File: config.mk
export PLATFORM = sky130hd
export DESIGN_NAME = mem_bus_arbiter
export DESIGN_NICKNAME = d
export VERILOG_FILES = /design/src/rtl/mem_bus_arbiter.sv
export SDC_FILE = /design/constraint.sdc
export NUM_CORES = 1
export LEC_CHECK = 0
export ABC_AREA = 1
export BUFFER_PORTS_ARGS = -buffer_cell sky130_fd_sc_hd__buf_2
export CORE_AREA = 2 2 146 148
export CTS_CLUSTER_DIAMETER = 200
export DETAILED_ROUTE_END_ITERATION = 10
export DIE_AREA = 0 0 148 150
export HOLD_SLACK_MARGIN = 0.08
export PLACE_DENSITY_LB_ADDON = 0.25
export REMOVE_ABC_BUFFERS = 1
export SKIP_LAST_GASP = 1
export SYNTH_ARGS = -nofsm -noshare
export SYNTH_HDL_FRONTEND = slang
export SYNTH_SLANG_ARGS = --single-unit
export TNS_END_PERCENT = 5
File: constraint.sdc
create_clock -name clk -period 5.9 [get_ports clk]
set_clock_uncertainty 0.1 [all_clocks]
set_input_delay 1.18 -clock clk [delete_from_list [all_inputs] [get_ports clk]]
set_output_delay 1.18 -clock clk [all_outputs]
set_load 0.01 [all_outputs]
File: src/rtl/mem_bus_arbiter.sv
// mem_bus_arbiter
//   Shares the data SRAM's AXI-lite style slave port between the instruction
//   fetch unit (read-only) and the load/store unit (read/write). One
//   transaction is granted at a time. The granted master's channels are
//   forwarded combinationally to the slave. A watchdog aborts transactions
//   the slave never completes and returns a SLVERR response to the owner.
//
// Parameters
//   ADDR_WIDTH, DATA_WIDTH, STRB_WIDTH : bus widths
//   TIMEOUT : cycles in a grant state before the watchdog fires. 0 disables
//             the watchdog. Only the low 16 bits are significant.
//
// Ports
//   clk, rst_n        : single clock; asynchronous active-low reset
//   ifu_ar*/ifu_r*    : IFU read address / read data channels
//   lsu_ar*/lsu_r*    : LSU read address / read data channels
//   lsu_aw*/lsu_w*/lsu_b* : LSU write address / write data / write response
//   s_*               : forwarded channels to the SRAM slave
//   grant             : one-hot {lsu_wr, lsu_rd, ifu_rd}; 0 in IDLE and ERR
module mem_bus_arbiter #(
  parameter int ADDR_WIDTH = 32,
  parameter int DATA_WIDTH = 32,
  parameter int STRB_WIDTH = 8,
  parameter int TIMEOUT    = 255
) (
  input  logic                  clk,
  input  logic                  rst_n,
  // IFU read channels
  input  logic [ADDR_WIDTH-1:0] ifu_araddr,
  input  logic                  ifu_arvalid,
  output logic                  ifu_arready,
  output logic [DATA_WIDTH-1:0] ifu_rdata,
  output logic [1:0]            ifu_rresp,
  output logic                  ifu_rvalid,
  input  logic                  ifu_rready,
  // LSU read channels
  input  logic [ADDR_WIDTH-1:0] lsu_araddr,
  input  logic                  lsu_arvalid,
  output logic                  lsu_arready,
  output logic [DATA_WIDTH-1:0] lsu_rdata,
  output logic [1:0]            lsu_rresp,
  output logic                  lsu_rvalid,
  input  logic                  lsu_rready,
  // LSU write channels
  input  logic [ADDR_WIDTH-1:0] lsu_awaddr,
  input  logic                  lsu_awvalid,
  output logic                  lsu_awready,
  input  logic [DATA_WIDTH-1:0] lsu_wdata,
  input  logic [STRB_WIDTH-1:0] lsu_wstrb,
  input  logic                  lsu_wvalid,
  output logic                  lsu_wready,
  output logic [1:0]            lsu_bresp,
  output logic                  lsu_bvalid,
  input  logic                  lsu_bready,
  // Slave channels
  output logic [ADDR_WIDTH-1:0] s_araddr,
  output logic                  s_arvalid,
  input  logic                  s_arready,
  input  logic [DATA_WIDTH-1:0] s_rdata,
  input  logic [1:0]            s_rresp,
  input  logic                  s_rvalid,
  output logic                  s_rready,
  output logic [ADDR_WIDTH-1:0] s_awaddr,
  output logic                  s_awvalid,
  input  logic                  s_awready,
  output logic [DATA_WIDTH-1:0] s_wdata,
  output logic [STRB_WIDTH-1:0] s_wstrb,
  output logic                  s_wvalid,
  input  logic                  s_wready,
  input  logic [1:0]            s_bresp,
  input  logic                  s_bvalid,
  output logic                  s_bready,
  // Grant indication
  output logic [2:0]            grant
);

  typedef enum logic [2:0] {
    IDLE,
    IFU_RD,
    LSU_RD,
    LSU_WR,
    ERR
  } state_t;

  localparam logic [1:0] OWN_NONE   = 2'd0;
  localparam logic [1:0] OWN_IFU_RD = 2'd1;
  localparam logic [1:0] OWN_LSU_RD = 2'd2;
  localparam logic [1:0] OWN_LSU_WR = 2'd3;

  localparam logic [1:0] RESP_OKAY   = 2'b00;
  localparam logic [1:0] RESP_SLVERR = 2'b10;

  localparam logic [2:0] GNT_IFU_RD = 3'b001;
  localparam logic [2:0] GNT_LSU_RD = 3'b010;
  localparam logic [2:0] GNT_LSU_WR = 3'b100;

  localparam logic [15:0] TIMEOUT_CNT = 16'(TIMEOUT);
  localparam bit          WDOG_EN     = (TIMEOUT != 0);

  state_t      state;
  logic [1:0]  owner;
  logic [15:0] wdog_cnt;
  logic        ar_done;
  logic        aw_done;
  logic        w_done;
  logic        err_valid;

  logic        err_ready;
  logic [15:0] wdog_next;
  logic        timeout_hit;
  logic        ar_hs;
  logic        aw_hs;
  logic        w_hs;
  logic        rd_end;
  logic        wr_end;

  // The counter starts at 0 on the grant edge, so ERR is entered exactly
  // TIMEOUT edges after the grant. A completing handshake in the same cycle
  // wins over the watchdog.
  assign wdog_next   = wdog_cnt + 16'd1;
  assign timeout_hit = WDOG_EN && (wdog_next == TIMEOUT_CNT);

  // Handshakes are built from the forwarded slave-side signals. These signals
  // are 0 outside the relevant grant state, so no extra state qualification
  // is needed.
  assign ar_hs  = s_arvalid & s_arready;
  assign aw_hs  = s_awvalid & s_awready;
  assign w_hs   = s_wvalid & s_wready;
  assign rd_end = s_rvalid & s_rready;
  assign wr_end = s_bvalid & s_bready;

  // Channel routing. ar_done keeps a master that holds arvalid for its next
  // request from issuing a second AR inside the current transaction.
  always_comb begin
    s_araddr    = '0;
    s_arvalid   = 1'b0;
    s_rready    = 1'b0;
    s_awaddr    = '0;
    s_awvalid   = 1'b0;
    s_wdata     = '0;
    s_wstrb     = '0;
    s_wvalid    = 1'b0;
    s_bready    = 1'b0;
    ifu_arready = 1'b0;
    ifu_rdata   = '0;
    ifu_rresp   = '0;
    ifu_rvalid  = 1'b0;
    lsu_arready = 1'b0;
    lsu_rdata   = '0;
    lsu_rresp   = '0;
    lsu_rvalid  = 1'b0;
    lsu_awready = 1'b0;
    lsu_wready  = 1'b0;
    lsu_bresp   = '0;
    lsu_bvalid  = 1'b0;
    err_ready   = 1'b0;

    case (state)
      IFU_RD: begin
        s_araddr    = ifu_araddr;
        s_arvalid   = ifu_arvalid & ~ar_done;
        ifu_arready = s_arready & ~ar_done;
        ifu_rdata   = s_rdata;
        ifu_rresp   = s_rresp;
        ifu_rvalid  = s_rvalid;
        s_rready    = ifu_rready;
      end
      LSU_RD: begin
        s_araddr    = lsu_araddr;
        s_arvalid   = lsu_arvalid & ~ar_done;
        lsu_arready = s_arready & ~ar_done;
        lsu_rdata   = s_rdata;
        lsu_rresp   = s_rresp;
        lsu_rvalid  = s_rvalid;
        s_rready    = lsu_rready;
      end
      LSU_WR: begin
        s_awaddr    = lsu_awaddr;
        s_awvalid   = lsu_awvalid & ~aw_done;
        lsu_awready = s_awready & ~aw_done;
        s_wdata     = lsu_wdata;
        s_wstrb     = lsu_wstrb;
        s_wvalid    = lsu_wvalid & ~w_done;
        lsu_wready  = s_wready & ~w_done;
        lsu_bresp   = s_bresp;
        lsu_bvalid  = s_bvalid;
        s_bready    = lsu_bready;
      end
      ERR: begin
        // The slave is fully disconnected here. A late response is dropped
        // because its ready is never raised.
        case (owner)
          OWN_IFU_RD: begin
            ifu_rvalid = err_valid;
            ifu_rresp  = err_valid ? RESP_SLVERR : RESP_OKAY;
            err_ready  = ifu_rready;
          end
          OWN_LSU_RD: begin
            lsu_rvalid = err_valid;
            lsu_rresp  = err_valid ? RESP_SLVERR : RESP_OKAY;
            err_ready  = lsu_rready;
          end
          OWN_LSU_WR: begin
            lsu_bvalid = err_valid;
            lsu_bresp  = err_valid ? RESP_SLVERR : RESP_OKAY;
            err_ready  = lsu_bready;
          end
          default: err_ready = 1'b1;
        endcase
      end
      default: ;
    endcase
  end

  // Arbitration, transaction tracking, watchdog and error response. grant
  // and err_valid are registered alongside the state. The error response
  // therefore appears one cycle after ERR is entered.
  always_ff @(posedge clk or negedge rst_n) begin
    if (!rst_n) begin
      state     <= IDLE;
      owner     <= OWN_NONE;
      wdog_cnt  <= '0;
      ar_done   <= 1'b0;
      aw_done   <= 1'b0;
      w_done    <= 1'b0;
      err_valid <= 1'b0;
      grant     <= '0;
    end else begin
      case (state)
        IDLE: begin
          wdog_cnt  <= '0;
          ar_done   <= 1'b0;
          aw_done   <= 1'b0;
          w_done    <= 1'b0;
          err_valid <= 1'b0;
          if (lsu_awvalid) begin
            state <= LSU_WR;
            owner <= OWN_LSU_WR;
            grant <= GNT_LSU_WR;
          end else if (lsu_arvalid) begin
            state <= LSU_RD;
            owner <= OWN_LSU_RD;
            grant <= GNT_LSU_RD;
          end else if (ifu_arvalid) begin
            state <= IFU_RD;
            owner <= OWN_IFU_RD;
            grant <= GNT_IFU_RD;
          end else begin
            owner <= OWN_NONE;
            grant <= '0;
          end
        end

        IFU_RD, LSU_RD: begin
          if (rd_end) begin
            state   <= IDLE;
            owner   <= OWN_NONE;
            grant   <= '0;
            ar_done <= 1'b0;
          end else if (timeout_hit) begin
            state   <= ERR;
            grant   <= '0;
            ar_done <= 1'b0;
          end else begin
            wdog_cnt <= wdog_next;
            if (ar_hs) begin
              ar_done <= 1'b1;
            end
          end
        end

        LSU_WR: begin
          if (wr_end) begin
            state   <= IDLE;
            owner   <= OWN_NONE;
            grant   <= '0;
            aw_done <= 1'b0;
            w_done  <= 1'b0;
          end else if (timeout_hit) begin
            state   <= ERR;
            grant   <= '0;
            aw_done <= 1'b0;
            w_done  <= 1'b0;
          end else begin
            wdog_cnt <= wdog_next;
            if (aw_hs) begin
              aw_done <= 1'b1;
            end
            if (w_hs) begin
              w_done <= 1'b1;
            end
          end
        end

        ERR: begin
          grant <= '0;
          if (!err_valid) begin
            err_valid <= 1'b1;
          end else if (err_ready) begin
            err_valid <= 1'b0;
            owner     <= OWN_NONE;
            state     <= IDLE;
          end
        end

        default: begin
          state     <= IDLE;
          owner     <= OWN_NONE;
          grant     <= '0;
          err_valid <= 1'b0;
        end
      endcase
    end
  end

endmodule

### Yosys cells after proc, flatten, opt, wreduce, memory -nomap -nowiden

Cells that the tools add are included.

* bits in registers: 28
* bits of input ports: 186
* output and inout bits: 189
* logic and storage cells: 127

* add/sub/neg operators: 1
* equal/unequal tests: 18
* mux-type cells: 73
* bitwise logic cells: 15
* reduce and logical (&&, ||, !) cells: 12

Operator list (number)
* $mux 32: 4
* $pmux 32 s2: 1
* $mux 16: 3
* $pmux 16 s3: 1
* $mux 3: 12
* $mux 1: 24
* $mux 2: 11
* $pmux 1 s2: 9
* $add 16x1->16 const B: 1
* $eq 16x8->1 const B: 1
* $ne 4x4->1 const B: 4
* $and 1x1->1: 12
* $ne 2x2->1 const B: 6
* $pmux 2 s2: 3
* $pmux 3 s4: 1
* $pmux 3 s3: 1
* $mux 8: 1
* $pmux 2 s4: 1
* $eq 3x2->1 const B: 2
* $reduce_and 2->1: 3
* $reduce_and 3->1: 2
* $eq 2x2->1 const B: 2
* $reduce_and 4->1: 1
* $reduce_bool 2->1: 2
* 9 further kinds: 11

### Longest topological paths before layout

* depth after elaboration: 8
* gate-level depth with buffers: 14
* mapped depth without buffers: 13

### Worst setup path after synthesis

Ideal clock, no wire load.

* path kind: input to output
* start: in lsu_awvalid
* end: out s_awvalid
* arrival time: 1519 ps
* required time: 4620 ps
* setup slack: 3101 ps
* stages: 2
* buffers on the path: 0
* cells stage by stage: inv_1 > nor3_1

* longest elaborated chain between the ends: 2

RTL lines
* start, declared: line 46 `input logic lsu_awvalid,`
* $and 1x1->1: line 179 `s_awvalid = lsu_awvalid & ~aw_done;`
* $mux 1: line 158 `case (state)`
* end, declared: line 64 `output logic s_awvalid,`

No other way between the ends.

### Worst setup path after layout

* start: reg state[2]
* end: out lsu_bvalid

* longest elaborated chain between the ends: 2
* elaborated cells between the ends (all ways): 3
* classes of those cells: eq/ne: 2; mux: 1

RTL lines
* start, declared: line 100 `state_t state;`
* start signal, assigned: line 220 `state <= IDLE;`
* start signal, assigned: line 237 `state <= LSU_WR;`
* start signal, assigned: line 241 `state <= LSU_RD;`
* $eq 3x3->1 / $eq 3x2->1 (equally long branches): line 158
* $pmux 1 s2 *: line 158
* end, declared: line 53 `output logic lsu_bvalid,`

Every way passes the cells marked *; elsewhere a longest branch is shown, timed or not.

==> flow_metrics.env <==
export IMPL_status="complete, no violations"
export IMPL_async_flop_share_pct=100.0
export IMPL_cp_max_fo=55
export IMPL_dp_hpwl_um=15930
export IMPL_grt_use_total_pct=15.45
export IMPL_seq_area_sq_um=700.7
export IMPL_antenna_found_initial=4
export IMPL_grt_start_max_net_pins=56
export IMPL_slowest_stage="nor3_2"
export IMPL_dp_cells=1294
export IMPL_clkSinkCount=28
export IMPL_final_nets=1212
export IMPL_cts_resized=0
export IMPL_final_common_cell="buf_2"
export IMPL_synth_seq_cells=28
export IMPL_htree_levels=1
export IMPL_synthCells=668
export IMPL_ys_types=32
export IMPL_placementRows=53
export IMPL_cts_tree="built"
export IMPL_dr_first_iter_drc_count=176
export IMPL_syn_area_sq_um=3501
export IMPL_synth_compound_area_share_pct=11.01
export IMPL_final_setup_tns_ps=0
export IMPL_crit_buf_inv=3
export IMPL_yosys_warnings=0
export IMPL_grt_pass1_vias=4783
export IMPL_relSlewSlack_pct=40.03
export IMPL_port_buffers=374
export IMPL_antenna_left=0
export IMPL_syn_area_per_cell_sq_um=5.241
export IMPL_initial_utilization_pct=16.92
export IMPL_setup_viol=0
export IMPL_yosys_area_share_adder_pct=0.7148
export IMPL_multiInputGateArea_sq_um=1889
export IMPL_rsz0062_at_grt="no"
export IMPL_drcViolationCount=0
export IMPL_route_final_wire_length_um=18830
export IMPL_synth_main_ff_cell="dfrtp_1"
export IMPL_post_route_period_util_pct=63.12
export IMPL_whs_ps=410.1
export IMPL_min_period_ps=3724
export IMPL_insertion_delay_ps=270
export IMPL_cts_setup_buffers=0
export IMPL_critical_path_class="reg2out"
export IMPL_stdcell_count=1300
export IMPL_ir_worst_vdd_mv=0.09927
export IMPL_setup_ws_ps=2176
export IMPL_yosys_area_share_simple_pct=41.49
export IMPL_slew_violations=0
export IMPL_clk_pin_slew_ps=80
export IMPL_p_total_uw=1782
export IMPL_ctsRootBufferMaster="clkbuf_16"
export IMPL_power_leakage_uw=0.004064
export IMPL_synth_edff_count=0
export IMPL_synth_top_area_share_pct=21.77
export IMPL_die_area_sq_um=22200
export IMPL_synth_xor_xnor_area_share_pct=0.7505
export IMPL_hp_class="reg2reg"
export IMPL_die_h_um=150
export IMPL_wl_per_cell_um=14.49
export IMPL_power_density_nw_per_um2=311.1
export IMPL_drt_vias_per_instance=3.915
export IMPL_route_vias_total=5090
export IMPL_cts_buffer_depth=2
export IMPL_worstPathRequired_ps=4620
export IMPL_die_w_um=148
export IMPL_drive_above_1_share_pct=39.98
export IMPL_cpPeakStageDelay_ps=570
export IMPL_grt_pass1_wl_um=27280
export IMPL_hold_viol=0
export IMPL_num_io_pins=375
export IMPL_synth_seq_area_share_pct=20.01
export IMPL_synthMuxAreaShare_pct=0
export IMPL_yosysTopAreaCell="inv_1"
export IMPL_fmax_mhz=268.5
export IMPL_gp_congestion=0.8192
export IMPL_holdBufCountCts=0
export IMPL_startpoint_type="flop"
export IMPL_endpoint_kind="output port"
export IMPL_grt_ovfl_total=0
export IMPL_cts_buffers=3
export IMPL_arrival_ps=2440
export IMPL_pre_cts_slack_ps=2407
export IMPL_core_sq_um=20690
export IMPL_worstMarginPinSlew_ps=896.7
export IMPL_synth_area_leaders="inv_1 22%, dfrtp_1 20%, nor2_1 19%"
export IMPL_crit_chain="nor3_2 -> inv_2 -> buf_4 -> o21ai_0 -> buf_2"
export IMPL_final_cell_mix="374 x buf_2, 203 x inv_1, 174 x nor2_1, 99 x nand2_1, 33 x o22ai_1"
export IMPL_area_growth_synth_to_final_pct=63.62
export IMPL_firstDrtPassIters=4
export IMPL_synth_top_family_by_area="simple AND/OR/NAND/NOR gates"
export IMPL_cp_top_family="buffers and inverters"
export IMPL_drv_cap=0
export IMPL_nFillCells=2454
final cells by class:
cell class / count / share of cell area, %
tap: 275 / 6.007
antenna: 2 / 0.08737
multi-input combinational: 407 / 32.98
clock inverter: 1 / 0.5242
sequential: 28 / 12.23
timing repair buffer: 377 / 33.29
inverter: 207 / 13.56
clock buffer: 3 / 1.311
cells in the mapped netlist (2+ instances only):
library cell	instances
dfrtp_1	28
ha_1	2
a21oi_1	13
o21ai_0	12
clkbuf_8	2
nor2_4	4
nor2_1	174
clkbuf_1	17
inv_2	4
o22ai_1	33
buf_1	6
nor3_1	6
nand3_1	25
nor2_2	6
inv_1	203
a31oi_1	2
nand4_1	6
nand2_1	99
nand3_2	4
nand2_2	6
xnor2_1	2
nand3b_1	4
stage by stage:
step	area (sq um)	utilization [%]
3_5_place_dp	5618	27.15
3_3_place_gp	5618	27.15
2_1_floorplan	3367	-
6_report	5728	27.69
4_1_cts	5723	27.66
5_1_grt	5728	27.69
report_power, final:
group | internal, uW | switching (uW)
clock network | 135 | 72.7
logic | 459 | 843
registers | 231 | 41.5
registers in the layout (all words and copies together), names as in the netlist:
register,count
ar_done,1
w_done,1
wdog_cnt,16
aw_done,1
grant,3
state,3
owner,2
err_valid,1
worst register-to-register path, cell delays in order (launching register included):
cell and delay [ps]:
dfrtp_1 440, inv_1 130, nand3_2 570, buf_12 290, o22ai_1 140, inv_2 90, nor2_2 70, a211oi_4 710
nand2_4 300, nand2_1 130, nand2_1 60
layer usage:
metal / wire length [um] / GRT usage [%] / part of all wire (%) / vias to the layer above
met2: 8979 / 26.55 / 48 / 180
met3: 1573 / 3.628 / 8.4 / 15
met5: 14 / 0 / 0.074 / -
met1: 8091 / 20.41 / 43 / 2244
li1: - / - / - / 2649
met4: 174 / 1.524 / 0.92 / 2
path summary, 6_finish.rpt:
path	from	cells after the start	slack, ps	to
min in group asynchronous	rst_n	1	840	wdog_cnt[0]
max in group asynchronous	rst_n	1	4390	w_done
setup reg to reg	state[2]	10	2770	wdog_cnt[10]
setup / recovery	state[2]	5	2180	lsu_bvalid
hold / removal	wdog_cnt[15]	2	410	wdog_cnt[15]
hold reg to reg	wdog_cnt[15]	2	410	wdog_cnt[15]
cell families after synthesis:
group | count (synthesis)
flops | 28
compound gates | 64
buf+inv | 233
fa+ha+maj | 2
xor+xnor | 3
simple gates | 338
No activity file was read; power rests on OpenSTA's default activity.
